--- src/rtl/timestamp_wr_sched_if.sv ---
// rtl/timestamp_wr_sched_if.sv - request, bank-write and flush bundle for timestamp_wr_sched
interface timestamp_wr_sched_if #(
  parameter int WIDTH      = 64,
  parameter int DEPTH      = 512,
  parameter int INPUTS     = 4,
  parameter int TIME_BITS  = 16,
  parameter int ADDR_WIDTH = (DEPTH > 1) ? $clog2(DEPTH) : 1
);
  logic [0:INPUTS-1]     req_valid;
  logic [ADDR_WIDTH-1:0] req_addr [0:INPUTS-1];
  logic [WIDTH-1:0]      req_data [0:INPUTS-1];
  logic [0:INPUTS-1]     req_ready;
  logic [0:INPUTS-1]     wr;
  logic [ADDR_WIDTH-1:0] wr_addr [0:INPUTS-1];
  logic [WIDTH-1:0]      wr_data [0:INPUTS-1];
  logic [TIME_BITS-1:0]  wr_time;
  logic                  flush_req;
  logic                  flush_done;

  // Requesters and the resolution logic side
  modport master (
    output req_valid, req_addr, req_data, flush_done,
    input  req_ready, wr, wr_addr, wr_data, wr_time, flush_req
  );

  // Scheduler side
  modport slave (
    input  req_valid, req_addr, req_data, flush_done,
    output req_ready, wr, wr_addr, wr_data, wr_time, flush_req
  );
endinterface

--- src/rtl/timestamp_wr_sched.sv ---
// rtl/timestamp_wr_sched.sv - write scheduler: same-address round-robin, timestamping, wrap flush
module timestamp_wr_sched #(
  parameter int WIDTH      = 64,
  parameter int DEPTH      = 512,
  parameter int INPUTS     = 4,
  parameter int TIME_BITS  = 16,
  parameter int ADDR_WIDTH = (DEPTH > 1) ? $clog2(DEPTH) : 1,
  parameter int PORT_BITS  = (INPUTS > 1) ? $clog2(INPUTS) : 1
) (
  input  logic               clk,
  input  logic               rst,
  timestamp_wr_sched_if.slave bus
);

  typedef enum logic [1:0] {RUN, DRAIN, FLUSH, RESTART} state_e;

  state_e                state_q, state_d;
  logic [TIME_BITS-1:0]  now_q, now_d;
  logic [PORT_BITS-1:0]  rr_q, rr_d;
  logic                  flush_req_q, flush_req_d;
  logic [0:INPUTS-1]     wr_q, wr_d;
  logic [ADDR_WIDTH-1:0] wr_addr_q [0:INPUTS-1];
  logic [ADDR_WIDTH-1:0] wr_addr_d [0:INPUTS-1];
  logic [WIDTH-1:0]      wr_data_q [0:INPUTS-1];
  logic [WIDTH-1:0]      wr_data_d [0:INPUTS-1];
  logic [TIME_BITS-1:0]  wr_time_q, wr_time_d;

  logic [0:INPUTS-1]     beaten;
  logic [0:INPUTS-1]     collide;
  logic [0:INPUTS-1]     grant;
  logic [PORT_BITS-1:0]  rr_next;
  logic                  lo_found;
  logic                  win_found;
  logic [ADDR_WIDTH-1:0] lo_addr;

  // Distance of port k from the round-robin pointer in scan order
  function automatic int scan_pos(input int k, input logic [PORT_BITS-1:0] rr);
    return (k >= int'(rr)) ? (k - int'(rr)) : (k - int'(rr) + INPUTS);
  endfunction

  // Grant one port per address group: the member closest to rr_q in scan order
  always_comb begin
    beaten  = '0;
    collide = '0;
    for (int i = 0; i < INPUTS; i++) begin
      for (int j = 0; j < INPUTS; j++) begin
        if (i != j && bus.req_valid[i] && bus.req_valid[j] &&
            bus.req_addr[i] == bus.req_addr[j]) begin
          collide[i] = 1'b1;
          if (scan_pos(j, rr_q) < scan_pos(i, rr_q)) beaten[i] = 1'b1;
        end
      end
    end
    grant = (state_q == RUN && !rst) ? (bus.req_valid & ~beaten) : '0;
  end

  // Pointer moves past the winner of the group holding the lowest-index colliding port
  always_comb begin
    lo_found  = 1'b0;
    lo_addr   = '0;
    win_found = 1'b0;
    rr_next   = rr_q;
    for (int i = 0; i < INPUTS; i++) begin
      if (!lo_found && collide[i]) begin
        lo_found = 1'b1;
        lo_addr  = bus.req_addr[i];
      end
    end
    for (int j = 0; j < INPUTS; j++) begin
      if (lo_found && !win_found && grant[j] && bus.req_addr[j] == lo_addr) begin
        win_found = 1'b1;
        rr_next   = PORT_BITS'((j + 1) % INPUTS);
      end
    end
  end

  // Next-state: issue granted writes, advance the clock, run the wrap flush sequence
  always_comb begin
    state_d     = state_q;
    now_d       = now_q;
    rr_d        = rr_q;
    flush_req_d = flush_req_q;
    wr_d        = '0;
    wr_addr_d   = wr_addr_q;
    wr_data_d   = wr_data_q;
    wr_time_d   = wr_time_q;
    case (state_q)
      RUN: begin
        if (|grant) begin
          wr_d      = grant;
          wr_time_d = now_q;
          rr_d      = rr_next;
          for (int i = 0; i < INPUTS; i++) begin
            if (grant[i]) begin
              wr_addr_d[i] = bus.req_addr[i];
              wr_data_d[i] = bus.req_data[i];
            end
          end
          // The max stamp is used once; the counter then waits for the flush
          if (now_q == {TIME_BITS{1'b1}}) state_d = DRAIN;
          else                            now_d   = now_q + 1'b1;
        end
      end
      DRAIN: begin
        state_d     = FLUSH;
        flush_req_d = 1'b1;
      end
      FLUSH: begin
        if (bus.flush_done) state_d = RESTART;
      end
      RESTART: begin
        flush_req_d = 1'b0;
        now_d       = TIME_BITS'(1);
        state_d     = RUN;
      end
      default: state_d = RUN;
    endcase
  end

  // State and output registers; 0 is reserved as the "never written" stamp
  always_ff @(posedge clk) begin
    if (rst) begin
      state_q     <= RUN;
      now_q       <= TIME_BITS'(1);
      rr_q        <= '0;
      flush_req_q <= 1'b0;
      wr_q        <= '0;
      wr_addr_q   <= '{default: '0};
      wr_data_q   <= '{default: '0};
      wr_time_q   <= '0;
    end else begin
      state_q     <= state_d;
      now_q       <= now_d;
      rr_q        <= rr_d;
      flush_req_q <= flush_req_d;
      wr_q        <= wr_d;
      wr_addr_q   <= wr_addr_d;
      wr_data_q   <= wr_data_d;
      wr_time_q   <= wr_time_d;
    end
  end

  assign bus.req_ready = grant;
  assign bus.wr        = wr_q;
  assign bus.wr_addr   = wr_addr_q;
  assign bus.wr_data   = wr_data_q;
  assign bus.wr_time   = wr_time_q;
  assign bus.flush_req = flush_req_q;

endmodule

--- src/flat_wrapper.sv ---
// flat-port wrapper written by rule: the top's interface ports become plain ports
module timestamp_wr_sched_flat 
#(
  parameter int WIDTH      = 64,
  parameter int DEPTH      = 512,
  parameter int INPUTS     = 4,
  parameter int TIME_BITS  = 16,
  parameter int ADDR_WIDTH = (DEPTH > 1) ? $clog2(DEPTH) : 1,
  parameter int PORT_BITS  = (INPUTS > 1) ? $clog2(INPUTS) : 1
)
  (clk, rst, bus_req_valid, bus_req_addr, bus_req_data, bus_flush_done, bus_req_ready, bus_wr, bus_wr_addr, bus_wr_data, bus_wr_time, bus_flush_req);
  timestamp_wr_sched_if #(.WIDTH(WIDTH), .DEPTH(DEPTH), .INPUTS(INPUTS), .TIME_BITS(TIME_BITS), .ADDR_WIDTH(ADDR_WIDTH)) bus_i ();
  input  logic clk;
  input  logic rst;
  input wire logic [$bits(bus_i.req_valid)-1:0] bus_req_valid;
  input wire logic [$bits(bus_i.req_addr)-1:0] bus_req_addr;
  input wire logic [$bits(bus_i.req_data)-1:0] bus_req_data;
  input wire logic [$bits(bus_i.flush_done)-1:0] bus_flush_done;
  output wire logic [$bits(bus_i.req_ready)-1:0] bus_req_ready;
  output wire logic [$bits(bus_i.wr)-1:0] bus_wr;
  output wire logic [$bits(bus_i.wr_addr)-1:0] bus_wr_addr;
  output wire logic [$bits(bus_i.wr_data)-1:0] bus_wr_data;
  output wire logic [$bits(bus_i.wr_time)-1:0] bus_wr_time;
  output wire logic [$bits(bus_i.flush_req)-1:0] bus_flush_req;
  assign bus_i.req_valid = bus_req_valid;
  assign bus_i.req_addr = {>>{bus_req_addr}};
  assign bus_i.req_data = {>>{bus_req_data}};
  assign bus_i.flush_done = bus_flush_done;
  assign bus_req_ready = bus_i.req_ready;
  assign bus_wr = bus_i.wr;
  assign bus_wr_addr = {>>{bus_i.wr_addr}};
  assign bus_wr_data = {>>{bus_i.wr_data}};
  assign bus_wr_time = bus_i.wr_time;
  assign bus_flush_req = bus_i.flush_req;
  timestamp_wr_sched #(.WIDTH(WIDTH), .DEPTH(DEPTH), .INPUTS(INPUTS), .TIME_BITS(TIME_BITS), .ADDR_WIDTH(ADDR_WIDTH), .PORT_BITS(PORT_BITS)) u_core (.clk(clk), .rst(rst), .bus(bus_i));
endmodule
--- config.mk ---
export PLATFORM = sky130hd
export DESIGN_NAME = timestamp_wr_sched_flat
export DESIGN_NICKNAME = d
export VERILOG_FILES = /design/src/rtl/timestamp_wr_sched_if.sv /design/src/rtl/timestamp_wr_sched.sv /design/src/flat_wrapper.sv
export SDC_FILE = /design/constraint.sdc
export NUM_CORES = 1
export LEC_CHECK = 0
export CAP_MARGIN = 20
export CORE_AREA = 2 2 240 242
export DETAILED_ROUTE_END_ITERATION = 10
export DIE_AREA = 0 0 242 244
export GPL_ROUTABILITY_DRIVEN = 0
export PLACE_DENSITY = 0.63
export SKIP_LAST_GASP = 1
export SLEW_MARGIN = 20
export SYNTH_ARGS = -nofsm -noshare
export SYNTH_HDL_FRONTEND = slang
export SYNTH_SLANG_ARGS = --single-unit
export TNS_END_PERCENT = 10
--- constraint.sdc ---
create_clock -name clk -period 3.8 [get_ports clk]
set_clock_uncertainty 0.1 [all_clocks]
set_input_delay 0.76 -clock clk [delete_from_list [all_inputs] [get_ports clk]]
set_output_delay 0.76 -clock clk [all_outputs]
set_load 0.02 [all_outputs]
==> impl_metrics.yaml, run 1 <==
worst_setup_path:
  cp_slowest_cell: "clkdlybuf4s50_1"
  rr_endpoint: "u_core.bus.wr_data[23]"
  cp_max_fo: 4
  cp-start-kind: "primary input"
  reg2reg_depth: 11
  critPathKind: "primary input to output port"
  endpoint: "bus_req_ready[1]"
  worst-r2r-setup-slack_ns: 0.60
  regToRegStartpoint: "u_core.state_q[1]"
  crit_arrival_ns: 2.96
  end_kind: "output port"
  critPathMaxStageDelay_ns: 0.63
  critical_path.cell_chain: "clkdlybuf4s50_1 > xor2_1 > nor4_2 > and3_1 > buf_4 > a21o_1 > a211o_4 > clkinv_2 > clkdlybuf4s15_2"
  required_ns: 2.94
  crit_path_start: "bus_req_addr[12]"
cts:
  clock_sinks: 333
  cts_tree: "done"
  numCtsBuffers: 40
  worstSkewPairLatency_ns: 0.56
  root_buffer: "clkbuf_16"
  cts.clk_slew.worst_paths_ns: 0.05
  hold_buffers: 0
  clock_path_buffers: 3
  htreeDepth: 2
synth:
  seq_area_frac_synth_pct: 47.1
  synth_area_leaders: "dfxtp_1 (47%), nand2_1 (12%), a21oi_1 (8.9%)"
  syn_area_mm2: 0.0141
  ys_types: 67
  synth_edf_count: 0
  synth_area_per_cell_um2: 8.13
  synthArstFlopShare_pct: 0
  synth-seq-cells: 333
  syn_inst: 1740
  ys.warnings.count: 0
  synth_top_area_cell: "dfxtp_1"
  synth.top_cell.area_share_pct: 47.1
  synth_nets: 2050
  ys.flop_type: "dfxtp_1"
timing:
  setup_tns_ns: -0.0212
  min_period_over_period_pct: 101
  finalMaxSlewViolations: 0
  tightest_slew_ns: 0.961
  fin_crit_ns: 3.82
  relSlewSlack_pct: 35.9
  finalHoldViolations: 0
  layout_setup_ws_ns: -0.0212
  rsz0062_at_grt: "true"
  max_freq_mhz: 262
  setup-violations-final: 1
pwr:
  power.density_mw_per_mm2: 424
  peakVddDrop_v: 0.000302
  totalPowerFinal_mw: 9.90
  p_leak_nw: 8.92
drt:
  routed_wl_um: 60600
  drcViolationCount: 0
  drt.antenna.violating_nets: 0
  viasPerCell: 4.68
  routed.top_layer: "met5"
  drt_iter0_markers: 884
  num_vias: 15100
  wl_met2_um: 30800
  wl_met1_um: 22500
  drt_first_pass_iters: 8
  wl_met3_um: 5100
  wire_per_inst_um: 18.8
die:
  die_area_mm2: 0.0590
  core_mm2: 0.0562
  row_count: 87
  start_util_pct: 25.2
  die_x_um: 242
  ios: 616
  die_h_um: 244
final_layout:
  areaGrowthSynthToFinish_pct: 65.2
  drive_above_1_share_pct: 11.2
  final_cell_mix: "clkdlybuf4s50_1 (595), nand2_1 (467), dfxtp_1 (333)"
  fin_util_pct: 41.6
  layout_commonest_cell: "clkdlybuf4s50_1"
  layout.nets: 2740
  fill_cells: 5618
  final-seq-area_mm2: 0.00667
  instances_no_fill: 3216
  multi_input_area_mm2: 0.00681
job:
  drv_cap: 0
global_routing:
  grt.total_usage_pct: 19.7
  grt_pass1_wl_um: 91300
  globalRoute.totalOverflow: 0
  antenna_found_initial: 12
  grt_max_degree: 87
  grt_pass1_vias: 15200
placement:
  dp_cells: 3139
  portBuffers: 615
  post-dp-hpwl_um: 46500
min_path:
  hp-class: "flop to flop"
  holdPathStages: 2
run_status:
  status: "finished with violations"
  violations: "negative setup slack"
## cell type report
| class | instances | share of cell area, % |
|---|---|---|
| Timing Repair Buffer | 791 | 32.4 |
| Multi-Input combinational cell | 1233 | 29.2 |
| Sequential cell | 333 | 28.5 |
| Clock buffer | 59 | 4.98 |
| Tap cell | 756 | 4.05 |
| Inverter | 31 | 0.514 |
| Clock inverter | 12 | 0.364 |
| Antenna cell | 1 | 0.0107 |
## report_power, final
group | total, mW | switching (mW) | internal (mW)
logic | 2.33 | 1.24 | 1.10
registers | 3.89 | 0.146 | 3.75
clock network | 3.68 | 1.55 | 2.13
total | 9.90 | 2.93 | 6.97
## flip-flops by register name, indices dropped and copies added, names as in the netlist
| signal | flops |
|---|---|
| u_core.bus.flush_req | 1 |
| u_core.bus.wr | 4 |
| u_core.bus.wr_addr | 36 |
| u_core.bus.wr_data | 256 |
| u_core.bus.wr_time | 16 |
| u_core.now_q | 16 |
| u_core.rr_q | 2 |
| u_core.state_q | 2 |
## worst min-delay path by stage
stage                                        from                      end  slack, ns
after floorplan                   u_core.now_q[9]    u_core.bus.wr_time[9]       0.36
after global placement     u_core.bus.wr_addr[25]   u_core.bus.wr_addr[25]       0.34
after detailed placement  u_core.bus.wr_data[211]  u_core.bus.wr_data[211]       0.35
after CTS                 u_core.bus.wr_data[110]  u_core.bus.wr_data[110]       0.35
after global routing        u_core.bus.wr_addr[9]    u_core.bus.wr_addr[9]       0.37
final                     u_core.bus.wr_data[167]  u_core.bus.wr_data[167]       0.35
## critical path, delay by kind of cell
kind                   cells  cell delay, ns
buffers and inverters      4            1.16
AND/OR/NAND/NOR            2            0.33
XOR/XNOR                   1            0.25
AO/OA/AOI/OAI              2            0.45
## cell families after synthesis
group                    after synthesis  synth area share, %
AND/OR/NAND/NOR                      697                 20.4
adder cells (fa/ha/maj)               11                0.973
flip-flops                           333                 47.1
AO/OA/AOI/OAI                        358                 14.9
multiplexers                          96                 6.85
XOR/XNOR                              71                 4.40
buffers and inverters                174                 5.32
## stage by stage
step	cell area (um^2)	setup WS [ns]	hold WS (ns)
6_report	23400	-0.0212	0.351
5_1_grt	23400	-0.0815	0.368
4_1_cts	23300	-0.0546	0.353
3_5_place_dp	22000	-0.573	0.346
3_3_place_gp	22000	-0.532	0.341
2_1_floorplan	14100	0.197	0.360
## per-layer routing
layer / global-route usage (%) / vias to the layer above
met5: 0 / -
met4: 6.54 / 8
met3: 5.76 / 139
met2: 36.3 / 720
met1: 21.5 / 7002
li1: - / 7189
## cells in the mapped netlist, types with 9 or more instances
cell / number
xor2_1: 50
clkbuf_1: 85
ha_1: 11
a21boi_0: 9
and3_1: 10
nand4_1: 16
o21ai_0: 16
inv_1: 27
xnor2_1: 21
nand2_1: 467
buf_1: 10
nor3_1: 15
nand3_1: 15
mux2i_1: 93
a21oi_1: 251
nor2_1: 131
buf_2: 38
nor4_1: 15
dfxtp_1: 333
## what timing repair did
item | CTS | global route
gates cloned | 0 | 0
pin swaps | 6 | 9
buffers inserted | 1 | 4
endpoints found under the setup margin | 4 | 33
resized for setup | 23 | 24
Note: power is estimated with default switching activity, not from simulation.
==> inputs of run 2 (changes only) <==
Settings changed: SLEW_MARGIN 20 to 10.
==> results of run 2 <==
The final DEF is identical to that of run 1; final timing and power are the same.
